--- src/rtl/exe_stage_mul.sv ---
// exe_stage_mul: ARM execute stage with operand forwarding, ALU, shifter and an iterative MUL/MLA unit.
// Inputs : clk, rst (async, active high), in_valid, stall_in, flush, ID/EX control and operand fields,
//          forwarding selects sel_src1/sel_src2 with mem_wb_value/wb_wb_value.
// Outputs: busy (combinational upstream hold), registered EX/MEM fields out_valid, PC, alu_res,
//          val_rm_out, branch_address, wb_en_out, mem_r_en_out, mem_w_en_out, alu_status {N,Z,C,V}, dest_out.
module exe_stage_mul #(
    parameter int MUL_STEP   = 2,
    parameter int BR_IMM_W   = 24,
    parameter int REG_ADDR_W = 4
) (
    input  logic                  clk,
    input  logic                  rst,
    input  logic                  in_valid,
    input  logic                  stall_in,
    input  logic                  flush,
    input  logic [31:0]           PC_in,
    input  logic                  mem_r_en,
    input  logic                  mem_w_en,
    input  logic                  wb_en,
    input  logic                  imm,
    input  logic                  carry_in,
    input  logic                  is_mul,
    input  logic                  accumulate,
    input  logic [11:0]           shift_operand,
    input  logic [3:0]            exec_cmd,
    input  logic [31:0]           val_rn,
    input  logic [31:0]           val_rm,
    input  logic [31:0]           val_acc,
    input  logic [BR_IMM_W-1:0]   signed_immed,
    input  logic [REG_ADDR_W-1:0] dest,
    input  logic [1:0]            sel_src1,
    input  logic [1:0]            sel_src2,
    input  logic [31:0]           mem_wb_value,
    input  logic [31:0]           wb_wb_value,
    output logic                  busy,
    output logic                  out_valid,
    output logic [31:0]           PC,
    output logic [31:0]           alu_res,
    output logic [31:0]           val_rm_out,
    output logic [31:0]           branch_address,
    output logic                  wb_en_out,
    output logic                  mem_r_en_out,
    output logic                  mem_w_en_out,
    output logic [3:0]            alu_status,
    output logic [REG_ADDR_W-1:0] dest_out
);
    localparam int N  = 32 / MUL_STEP;
    localparam int CW = $clog2(N);
    localparam logic [1:0] FWD_MEM = 2'b01;
    localparam logic [1:0] FWD_WB  = 2'b10;
    localparam logic [3:0] ALU_MOV = 4'b0001;
    localparam logic [3:0] ALU_ADD = 4'b0010;
    localparam logic [3:0] ALU_ADC = 4'b0011;
    localparam logic [3:0] ALU_SUB = 4'b0100;
    localparam logic [3:0] ALU_SBC = 4'b0101;
    localparam logic [3:0] ALU_AND = 4'b0110;
    localparam logic [3:0] ALU_ORR = 4'b0111;
    localparam logic [3:0] ALU_EOR = 4'b1000;
    localparam logic [3:0] ALU_MVN = 4'b1001;

    typedef enum logic [1:0] {S_IDLE, S_MUL, S_DONE} state_t;

    state_t                r_state;
    logic [CW-1:0]         r_count;
    logic [31:0]           r_mcand;
    logic [31:0]           r_mplier;
    logic [31:0]           r_prod;
    logic [31:0]           r_acc;
    logic [31:0]           r_pc;
    logic [REG_ADDR_W-1:0] r_dest;
    logic                  r_wb;
    logic                  r_carry;

    logic [31:0] w_op1, w_op2, w_val2, w_shifted, w_asr;
    logic [63:0] w_imm_rr, w_rm_rr;
    logic [32:0] w_alu_sum;
    logic [31:0] w_alu_res, w_br, w_partial, w_mul_res;
    logic [3:0]  w_status;
    logic        w_c, w_v, w_start;

    assign w_op1 = sel_src1 == FWD_MEM ? mem_wb_value : sel_src1 == FWD_WB ? wb_wb_value : val_rn;
    assign w_op2 = sel_src2 == FWD_MEM ? mem_wb_value : sel_src2 == FWD_WB ? wb_wb_value : val_rm;

    // Immediate: 8-bit value rotated right by twice the 4-bit rotate field; rotations use a doubled word.
    assign w_imm_rr  = {24'b0, shift_operand[7:0], 24'b0, shift_operand[7:0]} >> {shift_operand[11:8], 1'b0};
    assign w_rm_rr   = {w_op2, w_op2} >> shift_operand[11:7];
    // Kept in its own assignment so the arithmetic shift stays signed.
    assign w_asr     = $signed(w_op2) >>> shift_operand[11:7];
    assign w_shifted = shift_operand[6:5] == 2'b00 ? w_op2 << shift_operand[11:7] :
                       shift_operand[6:5] == 2'b01 ? w_op2 >> shift_operand[11:7] :
                       shift_operand[6:5] == 2'b10 ? w_asr : w_rm_rr[31:0];
    // Loads/stores use the raw 12-bit offset, zero extended.
    assign w_val2    = (mem_r_en | mem_w_en) ? {20'b0, shift_operand} : imm ? w_imm_rr[31:0] : w_shifted;

    always_comb begin
        w_alu_sum = '0;
        w_alu_res = '0;
        w_c       = carry_in;
        w_v       = 1'b0;
        case (exec_cmd)
            ALU_MOV: w_alu_res = w_val2;
            ALU_MVN: w_alu_res = ~w_val2;
            ALU_AND: w_alu_res = w_op1 & w_val2;
            ALU_ORR: w_alu_res = w_op1 | w_val2;
            ALU_EOR: w_alu_res = w_op1 ^ w_val2;
            ALU_ADD, ALU_ADC: begin
                w_alu_sum = {1'b0, w_op1} + {1'b0, w_val2} + {32'b0, (exec_cmd == ALU_ADC) & carry_in};
                w_alu_res = w_alu_sum[31:0];
                w_c       = w_alu_sum[32];
                w_v       = (w_op1[31] == w_val2[31]) && (w_alu_sum[31] != w_op1[31]);
            end
            ALU_SUB, ALU_SBC: begin
                // Subtract as a + ~b + 1 (SBC uses carry_in), so C means "no borrow".
                w_alu_sum = {1'b0, w_op1} + {1'b0, ~w_val2} + {32'b0, (exec_cmd == ALU_SUB) | carry_in};
                w_alu_res = w_alu_sum[31:0];
                w_c       = w_alu_sum[32];
                w_v       = (w_op1[31] != w_val2[31]) && (w_alu_sum[31] != w_op1[31]);
            end
            default: w_alu_res = '0;
        endcase
    end

    assign w_status = {w_alu_res[31], w_alu_res == 32'b0, w_c, w_v};
    assign w_br     = PC_in + {{(30 - BR_IMM_W){signed_immed[BR_IMM_W-1]}}, signed_immed, 2'b00};

    // The multiplicand is pre-shifted each iteration, equivalent to shifting the partial by count*MUL_STEP.
    assign w_partial = r_mcand * {{(32 - MUL_STEP){1'b0}}, r_mplier[MUL_STEP-1:0]};
    assign w_mul_res = r_prod + r_acc;

    assign w_start = r_state == S_IDLE && in_valid && is_mul && !flush;
    assign busy    = w_start || r_state == S_MUL || (r_state == S_DONE && stall_in);

    always_ff @(posedge clk or posedge rst) begin
        if (rst) begin
            r_state        <= S_IDLE;
            r_count        <= '0;
            r_mcand        <= '0;
            r_mplier       <= '0;
            r_prod         <= '0;
            r_acc          <= '0;
            r_pc           <= '0;
            r_dest         <= '0;
            r_wb           <= 1'b0;
            r_carry        <= 1'b0;
            out_valid      <= 1'b0;
            PC             <= '0;
            alu_res        <= '0;
            val_rm_out     <= '0;
            branch_address <= '0;
            wb_en_out      <= 1'b0;
            mem_r_en_out   <= 1'b0;
            mem_w_en_out   <= 1'b0;
            alu_status     <= '0;
            dest_out       <= '0;
        end else if (flush) begin
            r_state   <= S_IDLE;
            r_prod    <= '0;
            r_count   <= '0;
            out_valid <= 1'b0;
        end else begin
            case (r_state)
                S_IDLE: begin
                    if (w_start) begin
                        r_mcand  <= w_op1;
                        r_mplier <= w_op2;
                        r_acc    <= accumulate ? val_acc : 32'b0;
                        r_dest   <= dest;
                        r_wb     <= wb_en;
                        r_pc     <= PC_in;
                        r_carry  <= carry_in;
                        r_prod   <= '0;
                        r_count  <= '0;
                        r_state  <= S_MUL;
                        if (!stall_in) out_valid <= 1'b0;
                    end else if (!stall_in) begin
                        out_valid      <= in_valid;
                        PC             <= PC_in;
                        alu_res        <= w_alu_res;
                        val_rm_out     <= w_op2;
                        branch_address <= w_br;
                        wb_en_out      <= wb_en;
                        mem_r_en_out   <= mem_r_en;
                        mem_w_en_out   <= mem_w_en;
                        alu_status     <= w_status;
                        dest_out       <= dest;
                    end
                end
                S_MUL: begin
                    r_prod   <= r_prod + w_partial;
                    r_mcand  <= r_mcand << MUL_STEP;
                    r_mplier <= r_mplier >> MUL_STEP;
                    r_count  <= r_count + 1'b1;
                    if (r_count == CW'(N - 1)) r_state <= S_DONE;
                end
                S_DONE: begin
                    if (!stall_in) begin
                        out_valid    <= 1'b1;
                        PC           <= r_pc;
                        alu_res      <= w_mul_res;
                        wb_en_out    <= r_wb;
                        mem_r_en_out <= 1'b0;
                        mem_w_en_out <= 1'b0;
                        alu_status   <= {w_mul_res[31], w_mul_res == 32'b0, r_carry, 1'b0};
                        dest_out     <= r_dest;
                        r_state      <= S_IDLE;
                    end
                end
                default: r_state <= S_IDLE;
            endcase
        end
    end
endmodule

--- config.mk ---
export PLATFORM = sky130hd
export DESIGN_NAME = exe_stage_mul
export DESIGN_NICKNAME = d
export VERILOG_FILES = /design/src/rtl/exe_stage_mul.sv
export SDC_FILE = /design/constraint.sdc
export NUM_CORES = 2
export LEC_CHECK = 0
export BUFFER_PORTS_ARGS = -buffer_cell sky130_fd_sc_hd__buf_2
export CORE_MARGIN = 2
export CORE_UTILIZATION = 25
export CTS_CLUSTER_DIAMETER = 50
export DETAILED_ROUTE_END_ITERATION = 10
export PLACE_DENSITY = 0.5
export RECOVER_POWER = 50
export SLEW_MARGIN = 20
export SYNTH_ARGS = -nofsm -noshare
export SYNTH_HDL_FRONTEND = slang
export SYNTH_SLANG_ARGS = --single-unit
--- constraint.sdc ---
create_clock -name clk -period 8.7 [get_ports clk]
set_input_delay 0.435 -clock clk [delete_from_list [all_inputs] [get_ports clk]]
set_output_delay 0.435 -clock clk [all_outputs]
set_load 0.05 [all_outputs]
==> results.txt <==
* Worst slack at placement: 0.7391 ns
- The smallest clock period supported by the final layout is computed as around 7.6 ns.
* Die boundary height: 364.6 µm
- Number of I/O pins: 393
* Worst supply voltage drop on vdd: approximately 0.13 mV
- The final layout contains 5125 nets.
* Syn Std Cell Area: 32510 µm²
* Number of H-tree levels: 2
- Horiz. Die Dim: 364.6 µm
- Count of buffers added by post-CTS timing repair for setup: 0
- Measured against its own limit, the worst slew margin works out to -166.4%.
* Area enclosed by the die boundary: 132900 µm²
- Wire length per cell: ~27 µm
- The floorplan has 132 rows.
* CTS sink count: 311
* Post-synthesis sequential area ratio: 23.94%
- The min-delay analysis places its worst path in the category in -> reg.
- TritonCTS built the clock tree.
- ANT nets after route: 0
- Maximum number of pins on one net before global-route repair: around 140
* Detailed-placement wirelength estimate: 136.8 mm
- Seq cells post-synth: 311
- Top area cells in the synthesized netlist: dfrtp_1 24%, nand2_1 8.3%, ha_1 7.2%
* Number of global-route vias before repair: 33.92k
- The run finished, with violations left.
- STA classifies the critical path endpoint as a register.
- The checks that failed: capacitance limit, slew limit.
* Startpoint Class: primary input
- Arrival time of data at the critical path endpoint: 8.06 ns
- Insertion delay to the later sink of the worst-skew pair: about 0.65 ns
* Areal power density over the cells: about 190 nW/µm²
- Most common cell in the synthesized netlist: nand2_1
- In this run the tool buffered the top-level ports with approximately 400 buffer cells.
* Global placer's final weighted congestion: 1.028
- Detailed Routing Iterations Pass 1: 6
- Across every metal layer, demand over resource in global routing totals between 20% and 30%.
* Maximum clock rate: 0.1324 GHz
* CP required: 9.21 ns
* Static power due to leakage: about 18 nW
- Sorting the synthesized cells by how often they occur yields 720 x nand2_1, 359 x o21ai_0, 355 x nor2_1.
- Number of synthesized flops with an enable pin: 0
- The count of endpoints failing hold in the final timing report was 0.
* Synth Flop Type: dfrtp_1
* Worst setup path category: in -> reg
- First-pass GRT wire length: ~250 mm
- For this configuration, the core starts out at a cell density of 25.14%.
- Setup violations remaining at the end of the flow were counted as 0.
- Clk slew on worst S/H paths: ~0.06 ns
* Number of buffers inserted during clock tree synthesis: 47
- Dominant cell type by area after synthesis: dfrtp_1
- Adding up every negative setup slack in the final design gives 0 ns.
- Drt drc: 0
- For the pin with the worst max-slew slack, the measured transition is roughly 4 ns.
* Area Growth Syn to Fin: 20.62%
* Max Cap Viol: 3
- WL final: 173.5 mm
- The region available for standard cell placement spans 129300 µm².
* DR iter-0 viols: ~3.5k
* Fill cell instance count of the final layout: 14.10k
* Root buffer selected by CTS: clkbuf_16
- After layout, the worst path uses 86.83% of the clock period.
- Number of warnings issued by yosys: 0
- In the final layout, the share of cells above drive strength 1 is between 15 and 20%.
- Vias per inst: 5.481
- Setup repair after global routing missed its margin: no
* Minimum setup slack in the final design: 1.146 ns
* Crit Path Max Fanout: 30
- GRT Residual Overflow: 0
* Fraction of registers with async set/reset: 100.0%
- The initial antenna violation count came to 20.
- When the netlist entered floorplanning its net count stood at around 4.7k.
* Max Buffers Root-to-Sink: 3
- Average size of a mapped cell: 7.692 µm²
* Number of max-slew violations in the final report: between 200 and 300
- The synthesized design devotes to its leading area cell type 23.94% of total area.
- Via total after detailed routing: approximately 35k
* Synthesized netlist cell count: approximately 4.2k
- Between clock sinks in the finished design, the worst skew comes to 0.08088 ns.
- The synthesized netlist contains a little over 90 unique library cells.
-- per-layer routing --
metal | global-route usage [%] | wire length (µm) | vias to the layer above
li1 | - | - | 16140
met1 | 33.63 | 74120 | 17120
met2 | 38.83 | 74360 | 1623
met3 | 5.365 | 13900 | 405
met4 | 13.65 | 11090 | 12
met5 | 0 | 77 | -
-- through the flow --
step           hold slack [ns]  total power (W)  util, %  area, µm²  std cells
6_report               0.04660         0.007555    30.32      39210       6439
5_1_grt                0.02706         0.007963    30.30      39190       6431
4_1_cts               0.001940         0.007600    30.46      39390       6429
3_5_place_dp            0.4615         0.005516    29.00      37500       6322
3_3_place_gp            0.4574         0.005516    28.98      37480       6321
2_1_floorplan           0.4428         0.004185        -      32510       4226
-- power by group --
group	internal [W]	total (W)	switching (W)	leakage [nW]
registers	0.00175	0.00199	0.000240	3.91
clock network	0.00122	0.00204	0.000820	0.812
logic	0.00108	0.00352	0.00244	13.0
-- worst paths after layout --
kind                             startpoint  slack (ns)             to  cells after the start
worst min register to register     r_pc[26]        0.47       r_pc[26]                      2
max in group asynchronous               rst        3.79     r_prod[23]                      4
worst max register to register  r_mplier[0]        3.43     r_prod[31]                     20
worst min-delay path               PC_in[5]        0.05        r_pc[5]                      3
min in group asynchronous               rst        0.54    dest_out[2]                      3
worst max-delay path            sel_src2[0]        1.15  alu_status[2]                     26
-- timing repair --
action / in CTS / in global routing
resized for setup: 0 / 0
hold buffers: 20 / 0
endpoints found under the setup margin: 0 / 0
endpoints found under the hold margin: 37 / 0
-- kinds of logic (layout without fill, tap and decap cells) --
logic type	Yosys count	in the layout	synth area share [%]
fa+ha+maj	224	224	9.476
flops	311	311	23.94
simple gates	1520	1520	20.62
compound gates	1247	1247	25.04
mux	304	304	11.80
xor+xnor	100	100	2.741
other cells	0	10	0
buf+inv	520	981	6.382
-- critical path, cell delays in order --
cell and delay, ns:
buf_4 0.28, buf_4 0.40, and3b_1 0.24, a221oi_2 0.68
mux2i_1 0.22, mux4_2 0.62, a221oi_1 0.62, o31ai_1 0.17
nor2b_1 0.21, inv_1 0.12, fa_1 0.23, nor2b_1 0.19
o221ai_1 0.20, a211oi_1 0.46, a2111oi_0 0.21, buf_4 0.20
nor4_1 0.50, nor3_1 0.19, or2_2 0.34, a2111o_1 0.41
a221oi_1 0.35, buf_4 0.19, and4_1 0.15, and4b_1 0.20
nand4_1 0.08, o21ai_1 0.14
-- cell usage in the layout, fill, tap and decap left out, types with 82 or more instances in the layout --
cell,Yosys,layout
nand2_1,720,719
o21ai_0,359,331
nor2_1,355,352
nand3_1,102,102
mux2i_1,165,165
buf_2,14,248
buf_4,9,253
a21oi_1,268,268
clkbuf_1,229,149
dfrtp_1,311,311
nor3_1,83,82
mux2_2,82,82
inv_1,219,218
ha_1,187,187
-- registers in the layout (all words and copies together) (netlist names), 4 cells and up --
| register | flops |
|---|---|
| PC | 32 |
| alu_res | 32 |
| branch_address | 32 |
| dest_out | 4 |
| r_acc | 32 |
| r_count | 4 |
| r_dest | 4 |
| r_mcand | 32 |
| r_mplier | 32 |
| r_pc | 32 |
| r_prod | 32 |
| val_rm_out | 32 |
-- final cells by class --
type	count	area [µm²]	share of cell area, %
multi-input cells	3395	22750	58.02
clock buffers	58	1277	3.258
diodes	10	25.02	0.06382
well taps	1742	2180	5.559
inverters	225	845.8	2.157
flip-flops and latches	311	7782	19.85
clock inverters	29	411.6	1.050
repair buffers	669	3938	10.04
No activity file was read; power rests on OpenSTA's default activity.
